<file path="src/rtl/wb_payload_arbiter.sv">
// Two-master Wishbone arbiter for the fwpayload target port: round-robin grant,
// cycle-long bus hold and a stb-without-ack watchdog that flushes stuck owners.
module wb_payload_arbiter #(
  parameter int ADR_WIDTH = 32,
  parameter int DAT_WIDTH = 32,
  parameter int TIMEOUT   = 255
) (
  input  logic                   wb_clk_i,
  input  logic                   wb_rst_i,

  input  logic                   m0_cyc_i,
  input  logic                   m0_stb_i,
  input  logic                   m0_we_i,
  input  logic [DAT_WIDTH/8-1:0] m0_sel_i,
  input  logic [ADR_WIDTH-1:0]   m0_adr_i,
  input  logic [DAT_WIDTH-1:0]   m0_dat_i,
  output logic                   m0_ack_o,
  output logic                   m0_err_o,
  output logic [DAT_WIDTH-1:0]   m0_dat_o,

  input  logic                   m1_cyc_i,
  input  logic                   m1_stb_i,
  input  logic                   m1_we_i,
  input  logic [DAT_WIDTH/8-1:0] m1_sel_i,
  input  logic [ADR_WIDTH-1:0]   m1_adr_i,
  input  logic [DAT_WIDTH-1:0]   m1_dat_i,
  output logic                   m1_ack_o,
  output logic                   m1_err_o,
  output logic [DAT_WIDTH-1:0]   m1_dat_o,

  output logic                   t_cyc_o,
  output logic                   t_stb_o,
  output logic                   t_we_o,
  output logic [DAT_WIDTH/8-1:0] t_sel_o,
  output logic [ADR_WIDTH-1:0]   t_adr_o,
  output logic [DAT_WIDTH-1:0]   t_dat_o,
  input  logic                   t_ack_i,
  input  logic [DAT_WIDTH-1:0]   t_dat_i,

  output logic [1:0]             grant_o,
  output logic                   timeout_o
);

  localparam int CNT_W = (TIMEOUT > 0) ? $clog2(TIMEOUT + 1) : 1;
  localparam logic [CNT_W:0] TO_CMP = (CNT_W + 1)'(TIMEOUT);

  typedef enum logic [1:0] {
    S_IDLE  = 2'd0,
    S_GNT0  = 2'd1,
    S_GNT1  = 2'd2,
    S_FLUSH = 2'd3
  } state_t;

  state_t           state_q, state_d;
  logic             last_q, last_d;
  logic [CNT_W-1:0] cnt_q, cnt_d;

  logic             own0, own1;
  logic             req0, req1;
  logic [CNT_W:0]   cnt_inc;
  logic             fire;
  logic             owner_cyc;

  assign own0 = (state_q == S_GNT0);
  assign own1 = (state_q == S_GNT1);
  assign req0 = m0_cyc_i & m0_stb_i;
  assign req1 = m1_cyc_i & m1_stb_i;

  // Target-side mux: only the owner reaches the target; idle and flush drive zeros.
  always_comb begin
    t_cyc_o = 1'b0;
    t_stb_o = 1'b0;
    t_we_o  = 1'b0;
    t_sel_o = '0;
    t_adr_o = '0;
    t_dat_o = '0;
    if (own0) begin
      t_cyc_o = m0_cyc_i;
      t_stb_o = m0_stb_i;
      t_we_o  = m0_we_i;
      t_sel_o = m0_sel_i;
      t_adr_o = m0_adr_i;
      t_dat_o = m0_dat_i;
    end else if (own1) begin
      t_cyc_o = m1_cyc_i;
      t_stb_o = m1_stb_i;
      t_we_o  = m1_we_i;
      t_sel_o = m1_sel_i;
      t_adr_o = m1_adr_i;
      t_dat_o = m1_dat_i;
    end
  end

  // The watchdog fires in the cycle the count would reach TIMEOUT; a same-cycle ack wins.
  assign cnt_inc = {1'b0, cnt_q} + {{CNT_W{1'b0}}, 1'b1};
  assign fire    = (TIMEOUT != 0) && (own0 || own1) && t_stb_o && !t_ack_i
                   && (cnt_inc == TO_CMP);

  always_comb begin
    cnt_d = '0;
    if ((TIMEOUT != 0) && (own0 || own1) && t_stb_o && !t_ack_i) begin
      cnt_d = cnt_inc[CNT_W-1:0];
    end
  end

  // Master-side return path: ack and read data go only to the owner, combinationally.
  always_comb begin
    m0_ack_o  = own0 & t_ack_i;
    m1_ack_o  = own1 & t_ack_i;
    m0_err_o  = own0 & fire;
    m1_err_o  = own1 & fire;
    m0_dat_o  = own0 ? t_dat_i : '0;
    m1_dat_o  = own1 ? t_dat_i : '0;
    grant_o   = {own1, own0};
    timeout_o = fire;
  end

  // In FLUSH the offending master is always the most recently granted one.
  assign owner_cyc = last_q ? m1_cyc_i : m0_cyc_i;

  always_comb begin
    state_d = state_q;
    last_d  = last_q;
    unique case (state_q)
      S_IDLE: begin
        if (req0 && req1) begin
          state_d = last_q ? S_GNT0 : S_GNT1;
          last_d  = ~last_q;
        end else if (req0) begin
          state_d = S_GNT0;
          last_d  = 1'b0;
        end else if (req1) begin
          state_d = S_GNT1;
          last_d  = 1'b1;
        end
      end
      S_GNT0: begin
        if (fire)           state_d = S_FLUSH;
        else if (!m0_cyc_i) state_d = S_IDLE;
      end
      S_GNT1: begin
        if (fire)           state_d = S_FLUSH;
        else if (!m1_cyc_i) state_d = S_IDLE;
      end
      S_FLUSH: begin
        if (!owner_cyc) state_d = S_IDLE;
      end
      default: state_d = S_IDLE;
    endcase
  end

  always_ff @(posedge wb_clk_i) begin
    if (wb_rst_i) begin
      state_q <= S_IDLE;
      last_q  <= 1'b1;
      cnt_q   <= '0;
    end else begin
      state_q <= state_d;
      last_q  <= last_d;
      cnt_q   <= cnt_d;
    end
  end

endmodule

</file>
<file path="config.mk">
export PLATFORM = sky130hd
export DESIGN_NAME = wb_payload_arbiter
export DESIGN_NICKNAME = d
export VERILOG_FILES = /design/src/rtl/wb_payload_arbiter.sv
export SDC_FILE = /design/constraint.sdc
export NUM_CORES = 1
export LEC_CHECK = 0
export BUFFER_PORTS_ARGS = -buffer_cell sky130_fd_sc_hd__buf_2
export CAP_MARGIN = 25
export CORE_AREA = 2 2 124 126
export DETAILED_ROUTE_END_ITERATION = 8
export DIE_AREA = 0 0 126 128
export PLACE_DENSITY = 0.55
export SYNTH_ARGS = -nofsm -noshare
export SYNTH_HDL_FRONTEND = slang
export SYNTH_SLANG_ARGS = --single-unit
export TNS_END_PERCENT = 20
</file>
<file path="constraint.sdc">
create_clock -name wb_clk_i -period 2.1 [get_ports wb_clk_i]
set_input_delay 0 -clock wb_clk_i [delete_from_list [all_inputs] [get_ports wb_clk_i]]
set_output_delay 0 -clock wb_clk_i [all_outputs]
set_load 0.02 [all_outputs]
</file>
==> results of run 1 <==
[path summary, 6_finish.rpt]
| path | endpoint | cells after the start |
|---|---|---|
| max | t_adr_o[16] | 7 |
| min | last_q$_SDFFE_PP1P_ | 4 |
| max reg2reg | state_q[0]$_SDFFE_PP0P_ | 7 |
| min reg2reg | cnt_q[0]$_SDFF_PP0_ | 1 |
[metrics by stage]
stage	util, %	setup WS, ps	hold slack, ps
final	26.3	99.7	215
after global routing	26.3	0.235	303
after CTS	26.2	0.386	208
after detailed placement	25.2	154	249
after global placement	25.2	188	249
after floorplan	-	155	64.6
[worst max-delay path, delay by kind of cell (launching register included)]
kind / cells / cell delay [ps]
buffers and inverters: 4 / 820
and+or+nand+nor: 1 / 220
DFF: 1 / 360
AOI/OAI and AO/OA: 1 / 150
adders and majority gates: 1 / 210
[cell type report]
cell class / count / share of cell area (%)
well taps: 188 / 6.02
multi-input cells: 253 / 41.8
diodes: 1 / 0.0641
repair buffers: 328 / 44.0
clock buffers: 4 / 2.02
flip-flops and latches: 11 / 5.67
inverters: 4 / 0.384
[cell families after synthesis]
group / synth area share, %
AND/OR/NAND/NOR: 41.9
adder cells (fa/ha/maj): 3.83
AO/OA/AOI/OAI: 31.6
XOR/XNOR: 2.68
multiplexers: 1.34
buffers and inverters: 7.40
flip-flops: 11.2
[synth_stat cells]
library cell,count
sky130_fd_sc_hd__buf_4,2
sky130_fd_sc_hd__inv_1,4
sky130_fd_sc_hd__buf_6,1
sky130_fd_sc_hd__buf_2,2
sky130_fd_sc_hd__or2_2,1
sky130_fd_sc_hd__or2b_1,1
sky130_fd_sc_hd__nor3_2,1
sky130_fd_sc_hd__nand2_1,59
sky130_fd_sc_hd__nand4_1,1
sky130_fd_sc_hd__a221oi_2,1
sky130_fd_sc_hd__a22o_1,44
sky130_fd_sc_hd__a21oi_2,1
sky130_fd_sc_hd__mux2_2,1
sky130_fd_sc_hd__and3_1,1
sky130_fd_sc_hd__nand3b_4,1
sky130_fd_sc_hd__a31oi_1,1
sky130_fd_sc_hd__nor2_1,11
sky130_fd_sc_hd__dfxtp_1,11
sky130_fd_sc_hd__nand2b_1,1
sky130_fd_sc_hd__nand3b_1,1
sky130_fd_sc_hd__nand3_1,4
sky130_fd_sc_hd__xnor2_1,6
sky130_fd_sc_hd__clkbuf_1,23
sky130_fd_sc_hd__o221ai_1,1
sky130_fd_sc_hd__or3_1,2
sky130_fd_sc_hd__and2_1,69
sky130_fd_sc_hd__ha_1,6
sky130_fd_sc_hd__mux2_4,1
sky130_fd_sc_hd__nor2b_1,2
sky130_fd_sc_hd__o31a_1,2
sky130_fd_sc_hd__a21oi_1,1
sky130_fd_sc_hd__o21ai_0,29
sky130_fd_sc_hd__buf_1,2
sky130_fd_sc_hd__a211oi_2,1
sky130_fd_sc_hd__a22oi_1,2
sky130_fd_sc_hd__nand4_2,1
[registers in the layout (all words and copies together), names as in the netlist]
signal	count
last_q	1
cnt_q	8
state_q	2
[what timing repair did]
item | CTS | global route
hold buffers | 1 | 0
cloned | 1 | 0
setup buffers | 0 | 2
gates resized for setup | 3 | 3
pin swaps | 0 | 1
endpoints found under the hold margin | 1 | 0
setup endpoints to repair | 19 | 27
[report_power, final]
group / switching (W) / leakage [nW] / internal [W]
combinational: 0.00188 / 2.16 / 0.00113
sequential: 0.0000218 / 0.0894 / 0.000228
clock: 0.0000911 / 0.0382 / 0.000255
total: 0.00199 / 2.28 / 0.00161
[layer usage]
layer / global-route usage (%) / wire [um]
met1: 16.6 / 4970
met2: 18.6 / 4900
met3: 6.30 / 1670
met4: 1.29 / 44
met5: 0 / 13
==> run summary, run 1 <==
PWR
--------------------------------------------------------------------------------------------------
P_leak ..............................................................................      2.28 nW
Peak supply drop ....................................................................   0.000301 V
Final total power ...................................................................    0.00360 W
Power per cell area .................................................................  922 mW/mm^2

LAYOUT
--------------------------------------------------------------------------------------------------
Area of the multi-input gates ....................................................... 0.00163 sq mm
Final design area excluding fillers ................................................. 0.00391 sq mm
Number of filler instances in the final layout ......................................         1679
Storage element area ................................................................    221 sq um
Final layout net count ..............................................................          784
Post-layout instance count excluding filler cells ...................................          789
Area added between synthesis and finish .............................................        99.2%
Commonest non-fill, non-tap cell in the layout ...................................... sky130_fd_sc_hd__buf_2
Most frequent cells in the layout ................................................... 318 x sky130_fd_sc_hd__buf_2, 69 x sky130_fd_sc_hd__and2_1, 59 x sky130_fd_sc_hd__nand2_1
Fraction of final layout cells sized beyond drive strength 1 ........................        57.5%

DRT
--------------------------------------------------------------------------------------------------
DRC violation total after the first TritonRoute iteration ...........................          171
Remaining routing DRC violations ....................................................            0
Mean number of vias per cell ........................................................         4.11
Total Wirelength ....................................................................     11600 um
Router iterations before antenna repair .............................................            4
Antenna Violating Nets Remaining ....................................................            0
Via count of the routed design ......................................................         3243
Average routed wire per standard cell ...............................................      14.7 um

SYNTHESIS
--------------------------------------------------------------------------------------------------
Number of instances in the synthesized netlist ......................................          298
Top area cells in the synthesized netlist ........................................... sky130_fd_sc_hd__and2_1 22%, sky130_fd_sc_hd__a22o_1 20%, sky130_fd_sc_hd__nand2_1 11%, sky130_fd_sc_hd__dfxtp_1 11%, sky130_fd_sc_hd__o21ai_0 7.4%
Leading area contributor after synthesis ............................................ sky130_fd_sc_hd__and2_1
Syn_nets ............................................................................          481
Flip-flop and latch count after synthesis ...........................................           11
Unique cell type count in the Yosys netlist .........................................           36
Avg Inst Size Synth .................................................................   6.58 sq um
Sequential-to-total area share from yosys stat ......................................        11.2%
Synth top area share ................................................................        22.0%
Yosys synthesis warning count .......................................................            0
Mapped Area ......................................................................... 0.00196 sq mm

GLOBAL ROUTE
--------------------------------------------------------------------------------------------------
Pin count of the biggest net entering global routing ................................           95
Initial antenna violation count .....................................................            3
Global-route wire length before repair ..............................................     15700 um
Via count of the first global-routing pass ..........................................         2785
Aggregate global-route resource usage ...............................................        12.5%
GRT overflow ........................................................................            0

PLACED DESIGN
--------------------------------------------------------------------------------------------------
Placed cell area .................................................................... 0.00374 sq mm
Number of port buffers ..............................................................          318
HPWL after detailed placement .......................................................      9800 um
GP Congestion .......................................................................        0.819
Cells after DPL .....................................................................          780

WORST SETUP PATH
--------------------------------------------------------------------------------------------------
Data arrival at the endpoint of the critical path ...................................      2000 ps
Slack of the worst reg-to-reg path ..................................................       240 ps
Worst setup EP type .................................................................   output pin
Cell at the slowest stage of the critical path ...................................... sky130_fd_sc_hd__dfxtp_1
Cell Chain, Critical Path ........................................................... inv_2 -> ha_4 -> buf_4 -> nor2b_4 -> bufbuf_16 -> a22o_1 -> buf_2
CP startpoint kind ..................................................................    flip-flop
Crit. Startpoint .................................................................... state_q[0]$_SDFFE_PP0P_
Delay of the slowest critical-path stage ............................................       360 ps
Startpoint of the worst register-to-register path ................................... state_q[0]$_SDFFE_PP0P_
Data required time of the worst path ................................................      2100 ps
Critical-path maximum fanout ........................................................           21
Critical path class .................................................................   reg -> out

STA
--------------------------------------------------------------------------------------------------
Number of hold-slack violations in the final timing report ..........................            0
Max-Slew Margin vs Limit ............................................................        69.1%
Tmin final ..........................................................................      2000 ps
Setup TNS Final .....................................................................         0 ps
Final period utilization ............................................................        95.3%
Maximum clock rate ..................................................................    0.500 GHz
Setup violation total in the final timing report ....................................            0
Final Slew Violations ...............................................................            0
Setup repair after global routing missed its margin .................................        false
Setup skew after layout .............................................................      1.46 ps
Slew at the pin with the worst max-slew slack .......................................       461 ps

CTS
--------------------------------------------------------------------------------------------------
H-tree Lvls .........................................................................            1
Number of clock sinks ...............................................................           11
Cell at the root of the clock tree .................................................. sky130_fd_sc_hd__clkbuf_16
Clk Latency, worst-skew pair ........................................................       240 ps
TritonCTS clock tree ................................................................         done
Num CTS Buffers .....................................................................            3
Clock transition time at the flip-flop clock pins of the worst setup and hold paths .        40 ps
Maximum clock path buffer count .....................................................            2

WORST HOLD PATH
--------------------------------------------------------------------------------------------------
Launch point of the worst hold path .................................................     m1_stb_i
Hold WC Path Type ...................................................................    in -> reg

FLOORPLAN
--------------------------------------------------------------------------------------------------
Area of the core .................................................................... 0.0149 sq mm
Die ar. ............................................................................. 0.0161 sq mm
Die outline width ...................................................................       126 um
Initial standard-cell utilization of the core .......................................        13.2%
Floorplan die height ................................................................       128 um
I/O Pins ............................................................................          319
Number of placement rows ............................................................           45

RUN
--------------------------------------------------------------------------------------------------
Count of max-cap constraint violations ..............................................            0

OUTCOME
--------------------------------------------------------------------------------------------------
Result of the run ................................................................... complete, no violations

Note: power is estimated with default switching activity, not from simulation.
==> run 2, diff against run 1 <==
--- a/config.mk
+++ b/config.mk
@@ -5,12 +5,14 @@
 export SDC_FILE = /design/constraint.sdc
 export NUM_CORES = 1
 export LEC_CHECK = 0
+export ABC_AREA = 1
+export ABC_CLOCK_PERIOD_IN_PS = 2100
 export BUFFER_PORTS_ARGS = -buffer_cell sky130_fd_sc_hd__buf_2
 export CAP_MARGIN = 25
-export CORE_AREA = 2 2 124 126
+export CORE_AREA = 2 2 125 127
 export DETAILED_ROUTE_END_ITERATION = 8
-export DIE_AREA = 0 0 126 128
-export PLACE_DENSITY = 0.55
+export DIE_AREA = 0 0 127 129
+export PLACE_DENSITY = 0.57
 export SYNTH_ARGS = -nofsm -noshare
 export SYNTH_HDL_FRONTEND = slang
 export SYNTH_SLANG_ARGS = --single-unit
==> run 2 against run 1 <==
Utilization is 1.2 points higher. Synthesized cell count is 65% higher. Clock power grew 1%. Worst setup slack better by 200 ps. Largest cell class unchanged. Sequential power increased by 5%. Largest power group unchanged. Clock skew increased by 2.6 ps. Critical path type unchanged. First-iteration DRC count unchanged. Worst hold slack got worse by 18 ps.
==> run summary, run 2 <==
LAYOUT
--------------------------------------------------------------------------------------------------
Number of filler instances in the final layout ......................................         1759   was 1679
Fraction of final layout cells sized beyond drive strength 1 ........................        43.7%   was 57.5%
Post-layout instance count excluding filler cells ...................................          974   was 789
Commonest non-fill, non-tap cell in the layout ...................................... sky130_fd_sc_hd__buf_2   unchanged
Final layout net count ..............................................................          969   was 784
Max reg flops .......................................................................            8   unchanged
End-of-flow core utilization ........................................................        27.5%   was 26.3%
Largest register by flop count ......................................................        cnt_q   unchanged
Registers with the highest flip-flop counts ......................................... cnt_q x8, state_q x2, last_q x1   unchanged
Area added between synthesis and finish .............................................        82.8%   was 99.2%
Final design area excluding fillers ................................................. 0.00412 sq mm   was 0.00391 sq mm
Most frequent cells in the layout ................................................... 318 x sky130_fd_sc_hd__buf_2, 236 x sky130_fd_sc_hd__nand2_1, 87 x sky130_fd_sc_hd__inv_1   was 318 x sky130_fd_sc_hd__buf_2, 69 x sky130_fd_sc_hd__and2_1, 59 x sky130_fd_sc_hd__nand2_1

CTS
--------------------------------------------------------------------------------------------------
TritonCTS clock tree ................................................................         done   unchanged
H-tree Lvls .........................................................................            1   unchanged
Clk Latency, worst-skew pair ........................................................       240 ps   about the same
Num CTS Buffers .....................................................................            3   unchanged
Maximum clock path buffer count .....................................................            2   unchanged
Number of clock sinks ...............................................................           11   unchanged
Clock transition time at the flip-flop clock pins of the worst setup and hold paths .        40 ps   about the same
PostCTS Resize Cnt ..................................................................            0   was 3
Cell at the root of the clock tree .................................................. sky130_fd_sc_hd__clkbuf_16   unchanged

SYNTHESIS
--------------------------------------------------------------------------------------------------
Number of instances in the synthesized netlist ......................................          491   was 298
Top area cells in the synthesized netlist ........................................... sky130_fd_sc_hd__nand2_1 39%, sky130_fd_sc_hd__nand3_1 16%, sky130_fd_sc_hd__inv_1 14%, sky130_fd_sc_hd__dfxtp_1 9.8%, sky130_fd_sc_hd__clkbuf_1 4.0%   was sky130_fd_sc_hd__and2_1 22%, sky130_fd_sc_hd__a22o_1 20%, sky130_fd_sc_hd__nand2_1 11%, sky130_fd_sc_hd__dfxtp_1 11%, sky130_fd_sc_hd__o21ai_0 7.4%
Compound-gate portion of the synthesized area .......................................        2.83%   was 31.6%
Most frequent cells after synthesis ................................................. 236 x sky130_fd_sc_hd__nand2_1, 87 x sky130_fd_sc_hd__inv_1, 74 x sky130_fd_sc_hd__nand3_1   was 69 x sky130_fd_sc_hd__and2_1, 59 x sky130_fd_sc_hd__nand2_1, 44 x sky130_fd_sc_hd__a22o_1
Sequential-to-total area share from yosys stat ......................................        9.77%   was 11.2%
Flip-flop and latch count after synthesis ...........................................           11   unchanged
Avg Inst Size Synth .................................................................   4.59 sq um   was 6.58 sq um
Syn_nets ............................................................................          674   was 481
Proportion of synthesized flip-flops having asynchronous set or reset ...............           0%   unchanged
Mapped Area ......................................................................... 0.00225 sq mm   was 0.00196 sq mm
Synth top area share ................................................................        39.3%   was 22.0%
Share of synthesized area spent on multiplexers .....................................           0%   was 1.34%
Most used standard cell by instance count after synthesis ........................... sky130_fd_sc_hd__nand2_1   was sky130_fd_sc_hd__and2_1
Leading area contributor after synthesis ............................................ sky130_fd_sc_hd__nand2_1   was sky130_fd_sc_hd__and2_1
Main flop type after synthesis ...................................................... sky130_fd_sc_hd__dfxtp_1   unchanged
Unique cell type count in the Yosys netlist .........................................           24   was 36
Largest family of logic cells by synthesized area ................................... simple AND/OR/NAND/NOR gates   unchanged
Number of enable flip-flop cells after synthesis ....................................            0   unchanged
Post-synthesis xor/xnor area fraction ...............................................           0%   was 2.68%
Adder-cell area share of the yosys netlist ..........................................        3.33%   was 3.83%
Yosys synthesis warning count .......................................................            0   unchanged
Post-synthesis share of cell area spent on and, or, nand and nor gates ..............        63.5%   was 41.9%

DRT
--------------------------------------------------------------------------------------------------
Router iterations before antenna repair .............................................            4   unchanged
Via count of the routed design ......................................................         3851   was 3243
WL met2 .............................................................................      5420 um   was 4900 um
Antenna Violating Nets Remaining ....................................................            0   unchanged
Total routed wire length on the met1 layer ..........................................      4530 um   was 4970 um
DRC violation total after the first TritonRoute iteration ...........................          171   unchanged
Routed wire length on met3 ..........................................................       824 um   was 1670 um
Highest metal layer with signal wires ...............................................         met5   unchanged
Total Wirelength ....................................................................     10800 um   was 11600 um
Mean number of vias per cell ........................................................         3.95   was 4.11
Remaining routing DRC violations ....................................................            0   unchanged
Average routed wire per standard cell ...............................................      11.1 um   was 14.7 um

FLOORPLAN
--------------------------------------------------------------------------------------------------
Die ar. ............................................................................. 0.0164 sq mm   was 0.0161 sq mm
Area of the core .................................................................... 0.0150 sq mm   was 0.0149 sq mm
Floorplan die height ................................................................       129 um   was 128 um
Die outline width ...................................................................       127 um   was 126 um
Initial standard-cell utilization of the core .......................................        15.0%   was 13.2%
Number of placement rows ............................................................           45   unchanged
I/O Pins ............................................................................          319   unchanged

PWR
--------------------------------------------------------------------------------------------------
P_leak ..............................................................................      3.13 nW   was 2.28 nW
Final total power ...................................................................    0.00459 W   was 0.00360 W
Power share of the combinational group ..............................................        86.7%   was 83.5%
Share of total power consumed by net switching ......................................        62.5%   was 55.3%
Power per cell area ................................................................. 1110 mW/mm^2   was 922 mW/mm^2
Sw power ............................................................................    0.00287 W   was 0.00199 W
Total internal power ................................................................    0.00172 W   was 0.00161 W
Clk network pwr share ...............................................................         7.6%   was 9.6%
Peak supply drop ....................................................................   0.000737 V   was 0.000301 V
Sequential cell fraction of total power .............................................         5.7%   was 6.9%

STA
--------------------------------------------------------------------------------------------------
Slew at the pin with the worst max-slew slack .......................................       570 ps   was 461 ps
Final period utilization ............................................................        85.8%   was 95.3%
Final Slew Violations ...............................................................            0   unchanged
Setup violation total in the final timing report ....................................            0   unchanged
Max-Slew Margin vs Limit ............................................................        62.0%   was 69.1%
Number of hold-slack violations in the final timing report ..........................            0   unchanged
Setup repair after global routing missed its margin .................................        false   unchanged
Maximum clock rate ..................................................................    0.555 GHz   was 0.500 GHz
Tmin final ..........................................................................      1800 ps   was 2000 ps
Setup skew after layout .............................................................      4.05 ps   was 1.46 ps
Setup TNS Final .....................................................................         0 ps   unchanged

GLOBAL ROUTE
--------------------------------------------------------------------------------------------------
Via count of the first global-routing pass ..........................................         3305   was 2785
Pin count of the biggest net entering global routing ................................          107   was 95
Aggregate global-route resource usage ...............................................        11.6%   was 12.5%
GRT overflow ........................................................................            0   unchanged
Global-route wire length before repair ..............................................     15900 um   was 15700 um
Initial antenna violation count .....................................................            2   was 3

WORST SETUP PATH
--------------------------------------------------------------------------------------------------
Data required time of the worst path ................................................      2100 ps   about the same
Critical path class .................................................................   reg -> out   unchanged
Length in cells of the worst reg-to-reg path ........................................           11   was 7
Reg2Reg Capture Point ............................................................... state_q[1]$_SDFFE_PP0P_   was state_q[0]$_SDFFE_PP0P_
Data arrival at the endpoint of the critical path ...................................      1800 ps   was 2000 ps
Worst setup EP type .................................................................   output pin   unchanged
CP startpoint kind ..................................................................    flip-flop   unchanged
Slack of the worst reg-to-reg path ..................................................       410 ps   was 240 ps
Startpoint of the worst register-to-register path ................................... state_q[0]$_SDFFE_PP0P_   unchanged
Critical-path maximum fanout ........................................................            4   was 21

OUTCOME
--------------------------------------------------------------------------------------------------
Result of the run ................................................................... complete, no violations   unchanged

PLACED DESIGN
--------------------------------------------------------------------------------------------------
Cells after DPL .....................................................................          968   was 780
Placed cell area .................................................................... 0.00403 sq mm   was 0.00374 sq mm
HPWL after detailed placement .......................................................      8610 um   was 9800 um
GP Congestion .......................................................................        0.799   was 0.819
Number of port buffers ..............................................................          318   unchanged

RUN
--------------------------------------------------------------------------------------------------
Count of max-cap constraint violations ..............................................            0   unchanged

WORST HOLD PATH
--------------------------------------------------------------------------------------------------
Launch point of the worst hold path .................................................     m0_stb_i   was m1_stb_i
Worst hold path depth ...............................................................            4   unchanged
End of the worst hold path .......................................................... last_q$_SDFFE_PP1P_   unchanged
Hold WC Path Type ...................................................................    in -> reg   unchanged

run 2: per-stage QoR:
| step | hold slack (ps) | setup slack, ps |
|---|---|---|
| floorplan | 72.4 | 492 |
| global placement | 221 | 429 |
| detailed placement | 218 | 401 |
| CTS | 185 | 290 |
| global route | 220 | 178 |
| finish | 197 | 298 |
run 2: cell families (layout without fill, tap and decap cells):
logic type,after synthesis,count (layout)
adders and majority gates,6,6
DFF,11,11
buffers and inverters,121,415
and+or+nand+nor,342,342
other,0,1
AOI/OAI and AO/OA,11,11
run 2: routing by layer:
layer  GRT usage, %  vias to the layer above
li1               -                     2037
met3           2.20                        9
met5              0                        -
met2           20.7                      190
met1           15.0                     1613
met4           1.23                        2
run 2: area by class of cell:
class / instances / area [sq um] / share of cell area, %
Clock buffer: 3 / 75.1 / 1.82
Inverter: 88 / 330 / 8.02
Timing Repair Buffer: 323 / 1660 / 40.2
Tap cell: 188 / 235 / 5.71
Antenna cell: 1 / 2.50 / 0.0607
Clock inverter: 1 / 5.00 / 0.121
Sequential cell: 11 / 220 / 5.34
Multi-Input combinational cell: 359 / 1600 / 38.7
run 2: worst max-delay path, cell delays in order, from the launching register on:
cell,delay [ps]
sky130_fd_sc_hd__dfxtp_1,390
sky130_fd_sc_hd__inv_1,120
sky130_fd_sc_hd__ha_1,290
sky130_fd_sc_hd__nand2_1,60
sky130_fd_sc_hd__nor2_2,130
sky130_fd_sc_hd__nand2_2,80
sky130_fd_sc_hd__nor2_4,90
sky130_fd_sc_hd__nand3_2,120
sky130_fd_sc_hd__nor2_1,100
sky130_fd_sc_hd__buf_2,160
run 2: worst max-delay path by stage:
stage                                 start                      end  slack (ps)  cells past startpoint
floorplan           state_q[0]$_SDFFE_PP0P_                 m1_err_o         490                      7
global placement    state_q[0]$_SDFFE_PP0P_  state_q[0]$_SDFFE_PP0P_         430                     11
detailed placement  state_q[0]$_SDFFE_PP0P_  state_q[0]$_SDFFE_PP0P_         400                     11
CTS                 state_q[0]$_SDFFE_PP0P_                 m0_err_o         290                      9
global route        state_q[0]$_SDFFE_PP0P_                 m1_err_o         180                      9
finish              state_q[0]$_SDFFE_PP0P_                 m1_err_o         300                      9
run 2: timing repair:
| action | 4_1_cts | 5_1_grt |
|---|---|---|
| hold buffers | 1 | 0 |
| buffers inserted | 0 | 0 |
| endpoints found under the hold margin | 1 | 0 |
run 2: power by group through the flow:
stage                     clock network (W)  logic, W  registers (W)
after global placement                    0   0.00401       0.000264
after global routing               0.000374   0.00435       0.000266
after CTS                          0.000357   0.00401       0.000262
after detailed placement                  0   0.00400       0.000266
after floorplan                           0   0.00265       0.000253
final                              0.000350   0.00398       0.000262
==> run 3, diff against run 2 <==
--- a/config.mk
+++ b/config.mk
@@ -7,12 +7,12 @@
 export LEC_CHECK = 0
 export ABC_AREA = 1
 export ABC_CLOCK_PERIOD_IN_PS = 2100
-export BUFFER_PORTS_ARGS = -buffer_cell sky130_fd_sc_hd__buf_2
 export CAP_MARGIN = 25
-export CORE_AREA = 2 2 125 127
+export CORE_AREA = 2 2 124 126
 export DETAILED_ROUTE_END_ITERATION = 8
-export DIE_AREA = 0 0 127 129
-export PLACE_DENSITY = 0.57
+export DIE_AREA = 0 0 126 128
+export DONT_BUFFER_PORTS = 1
+export GPL_ROUTABILITY_DRIVEN = 0
 export SYNTH_ARGS = -nofsm -noshare
 export SYNTH_HDL_FRONTEND = slang
 export SYNTH_SLANG_ARGS = --single-unit
==> run 3 against run 2 <==
Count of clock-buffer cells in the layout up 1. Sequential power about the same. Sequential share of layout area up 3.2 points. First-iteration DRC count up 64%. Critical path depth down 3. Register-to-register slack worse by 20 ps. Total power down 20%. Clock skew down 2.6 ps.
==> run summary, run 3 (same netlist as run 2, synthesis figures left out) <==
OUTCOME
--------------------------------------------------------------------------------------------------
Result of the run ................................................................... complete, no violations   unchanged

PWR
--------------------------------------------------------------------------------------------------
P_leak ..............................................................................      1.72 nW   was 3.13 nW
Peak supply drop ....................................................................   0.000405 V   was 0.000737 V
Power per cell area ................................................................. 1440 mW/mm^2   was 1110 mW/mm^2
Final total power ...................................................................    0.00369 W   was 0.00459 W

WORST SETUP PATH
--------------------------------------------------------------------------------------------------
Cell at the slowest stage of the critical path ...................................... sky130_fd_sc_hd__buf_4   was sky130_fd_sc_hd__dfxtp_1
Count of buffer and inverter cells on the critical path .............................            3   was 2
Critical-path maximum fanout ........................................................           61   was 4
Worst setup EP type .................................................................   output pin   unchanged
Data required time of the worst path ................................................      2100 ps   about the same
Critical path class .................................................................   reg -> out   unchanged
Length in cells of the worst reg-to-reg path ........................................           11   unchanged
Category of cells accounting for the largest share of critical-path delay ........... buffers and inverters   was simple AND/OR/NAND/NOR gates
Cell Chain, Critical Path ........................................................... inv_1 -> ha_4 -> buf_4 -> nand2_1 -> nand2_1 -> buf_4   was inv_1 -> ha_1 -> nand2_1 -> nor2_2 -> nand2_2 -> nor2_4 -> nand3_2 -> nor2_1 -> buf_2
Delay of the slowest critical-path stage ............................................       470 ps   was 390 ps
Startpoint of the worst register-to-register path ................................... state_q[0]$_SDFFE_PP0P_   unchanged
CP startpoint kind ..................................................................    flip-flop   unchanged
Data arrival at the endpoint of the critical path ...................................      1860 ps   was 1800 ps
Reg2Reg Capture Point ............................................................... state_q[1]$_SDFFE_PP0P_   unchanged
Slack of the worst reg-to-reg path ..................................................       390 ps   was 410 ps

GLOBAL ROUTE
--------------------------------------------------------------------------------------------------
GRT overflow ........................................................................            0   unchanged
Pin count of the biggest net entering global routing ................................          107   unchanged
Aggregate global-route resource usage ...............................................        9.41%   was 11.6%
Initial antenna violation count .....................................................            0   was 2
Global-route wire length before repair ..............................................     12000 um   was 15900 um
Via count of the first global-routing pass ..........................................         2172   was 3305

WORST HOLD PATH
--------------------------------------------------------------------------------------------------
Hold WC Path Type ...................................................................    in -> reg   unchanged
Worst hold path depth ...............................................................            2   was 4
Launch point of the worst hold path .................................................     m1_stb_i   was m0_stb_i
End of the worst hold path .......................................................... last_q$_SDFFE_PP1P_   unchanged

DRT
--------------------------------------------------------------------------------------------------
Via count of the routed design ......................................................         2918   was 3851
Antenna Violating Nets Remaining ....................................................            0   unchanged
Router iterations before antenna repair .............................................            4   unchanged
Total Wirelength ....................................................................      9070 um   was 10800 um
DRC violation total after the first TritonRoute iteration ...........................          280   was 171
Mean number of vias per cell ........................................................         4.42   was 3.95
Remaining routing DRC violations ....................................................            0   unchanged
Average routed wire per standard cell ...............................................      13.7 um   was 11.1 um

STA
--------------------------------------------------------------------------------------------------
Slew at the pin with the worst max-slew slack .......................................       583 ps   was 570 ps
Setup TNS Final .....................................................................         0 ps   unchanged
Maximum clock rate ..................................................................    0.536 GHz   was 0.555 GHz
Final period utilization ............................................................        88.8%   was 85.8%
Final worst-path setup slack ........................................................       236 ps   was 298 ps
Tmin final ..........................................................................      1860 ps   was 1800 ps
Max-Slew Margin vs Limit ............................................................        61.1%   was 62.0%
Setup skew after layout .............................................................      1.44 ps   was 4.05 ps
Final Slew Violations ...............................................................            0   unchanged
Worst slack on hold paths ...........................................................      48.7 ps   was 197 ps
Setup repair after global routing missed its margin .................................        false   unchanged
Number of hold-slack violations in the final timing report ..........................            0   unchanged
Setup violation total in the final timing report ....................................            0   unchanged

LAYOUT
--------------------------------------------------------------------------------------------------
Final layout net count ..............................................................          656   was 969
N_diodes ............................................................................            0   was 1
Area added between synthesis and finish .............................................        13.7%   was 82.8%
Max reg flops .......................................................................            8   unchanged
Registers with the highest flip-flop counts ......................................... cnt_q x8, state_q x2, last_q x1   unchanged
Largest register by flop count ......................................................        cnt_q   unchanged
Fraction of final layout cells sized beyond drive strength 1 ........................        6.14%   was 43.7%
Commonest non-fill, non-tap cell in the layout ...................................... sky130_fd_sc_hd__nand2_1   was sky130_fd_sc_hd__buf_2
Most frequent cells in the layout ................................................... 236 x sky130_fd_sc_hd__nand2_1, 87 x sky130_fd_sc_hd__inv_1, 74 x sky130_fd_sc_hd__nand3_1   was 318 x sky130_fd_sc_hd__buf_2, 236 x sky130_fd_sc_hd__nand2_1, 87 x sky130_fd_sc_hd__inv_1

CTS
--------------------------------------------------------------------------------------------------
Maximum clock path buffer count .....................................................            2   unchanged
H-tree Lvls .........................................................................            1   unchanged
Cell at the root of the clock tree .................................................. sky130_fd_sc_hd__clkbuf_16   unchanged
Num CTS Buffers .....................................................................            3   unchanged
TritonCTS clock tree ................................................................         done   unchanged
Number of clock sinks ...............................................................           11   unchanged
Clk Latency, worst-skew pair ........................................................       240 ps   about the same
Clock transition time at the flip-flop clock pins of the worst setup and hold paths .        40 ps   about the same

PLACED DESIGN
--------------------------------------------------------------------------------------------------
Number of port buffers ..............................................................            0   was 318
HPWL after detailed placement .......................................................      7470 um   was 8610 um
Setup Slack @ Placement .............................................................       395 ps   was 401 ps

FLOORPLAN
--------------------------------------------------------------------------------------------------
Die ar. ............................................................................. 0.0161 sq mm   was 0.0164 sq mm
Die outline width ...................................................................       126 um   was 127 um
Initial standard-cell utilization of the core .......................................        15.2%   was 15.0%
Number of placement rows ............................................................           45   unchanged
Floorplan die height ................................................................       128 um   was 129 um
Area of the core .................................................................... 0.0149 sq mm   was 0.0150 sq mm
I/O Pins ............................................................................          319   unchanged

RUN
--------------------------------------------------------------------------------------------------
Count of max-cap constraint violations ..............................................            0   unchanged

[run 3: changes by cell type in the layout (fill, tap and decap cells not counted)]
| cell | delta |
|---|---|
| sky130_fd_sc_hd__buf_2 | -318 |
| sky130_fd_sc_hd__clkinv_2 | -1 |
| sky130_fd_sc_hd__clkbuf_1 | +1 |
| sky130_fd_sc_hd__buf_4 | +5 |
| sky130_fd_sc_hd__diode_2 | -1 |
[run 3: metal layers]
layer	part of all wire [%]	track usage, %
met1	43	13.2
met2	47	15.4
met3	9.1	1.29
met4	1.4	1.94
met5	0	0
[run 3: area by class of cell]
type                       count  area, sq um
multi-input combinational    359         1600
inverter                      88          330
tap                          188          235
sequential                    11          220
clock buffer                   4         78.8
fill                        1743        12300
timing repair buffer          10          103
[run 3: report_power, final]
part	leakage (nW)	internal, W	switching [W]
clock network	0.0382	0.000255	0.0000980
logic	1.59	0.000577	0.00250
registers	0.0893	0.000235	0.0000279
[run 3: timing repair]
action                    CTS  global route
gates resized for setup     0             0
hold buffers                1             0
hold endpoints to repair    4             0
setup buffers               0             0
[run 3: per-stage QoR]
stage / std cells / area [sq um] / util [%]
floorplan: 491 / 2250 / -
global placement: 655 / 2470 / 16.6
detailed placement: 655 / 2470 / 16.6
CTS: 660 / 2560 / 17.2
global route: 660 / 2560 / 17.2
finish: 660 / 2560 / 17.2
[run 3: how the worst max path moves through the flow]
stage | startpoint | cells after the start | slack (ps) | end
detailed placement | state_q[0]$_SDFFE_PP0P_ | 12 | 390 | state_q[0]$_SDFFE_PP0P_
global route | state_q[1]$_SDFFE_PP0P_ | 6 | 80 | t_dat_o[26]
floorplan | state_q[0]$_SDFFE_PP0P_ | 7 | 490 | m1_err_o
finish | state_q[1]$_SDFFE_PP0P_ | 6 | 240 | t_sel_o[3]
CTS | state_q[1]$_SDFFE_PP0P_ | 6 | 200 | t_dat_o[26]
global placement | state_q[0]$_SDFFE_PP0P_ | 12 | 440 | state_q[0]$_SDFFE_PP0P_
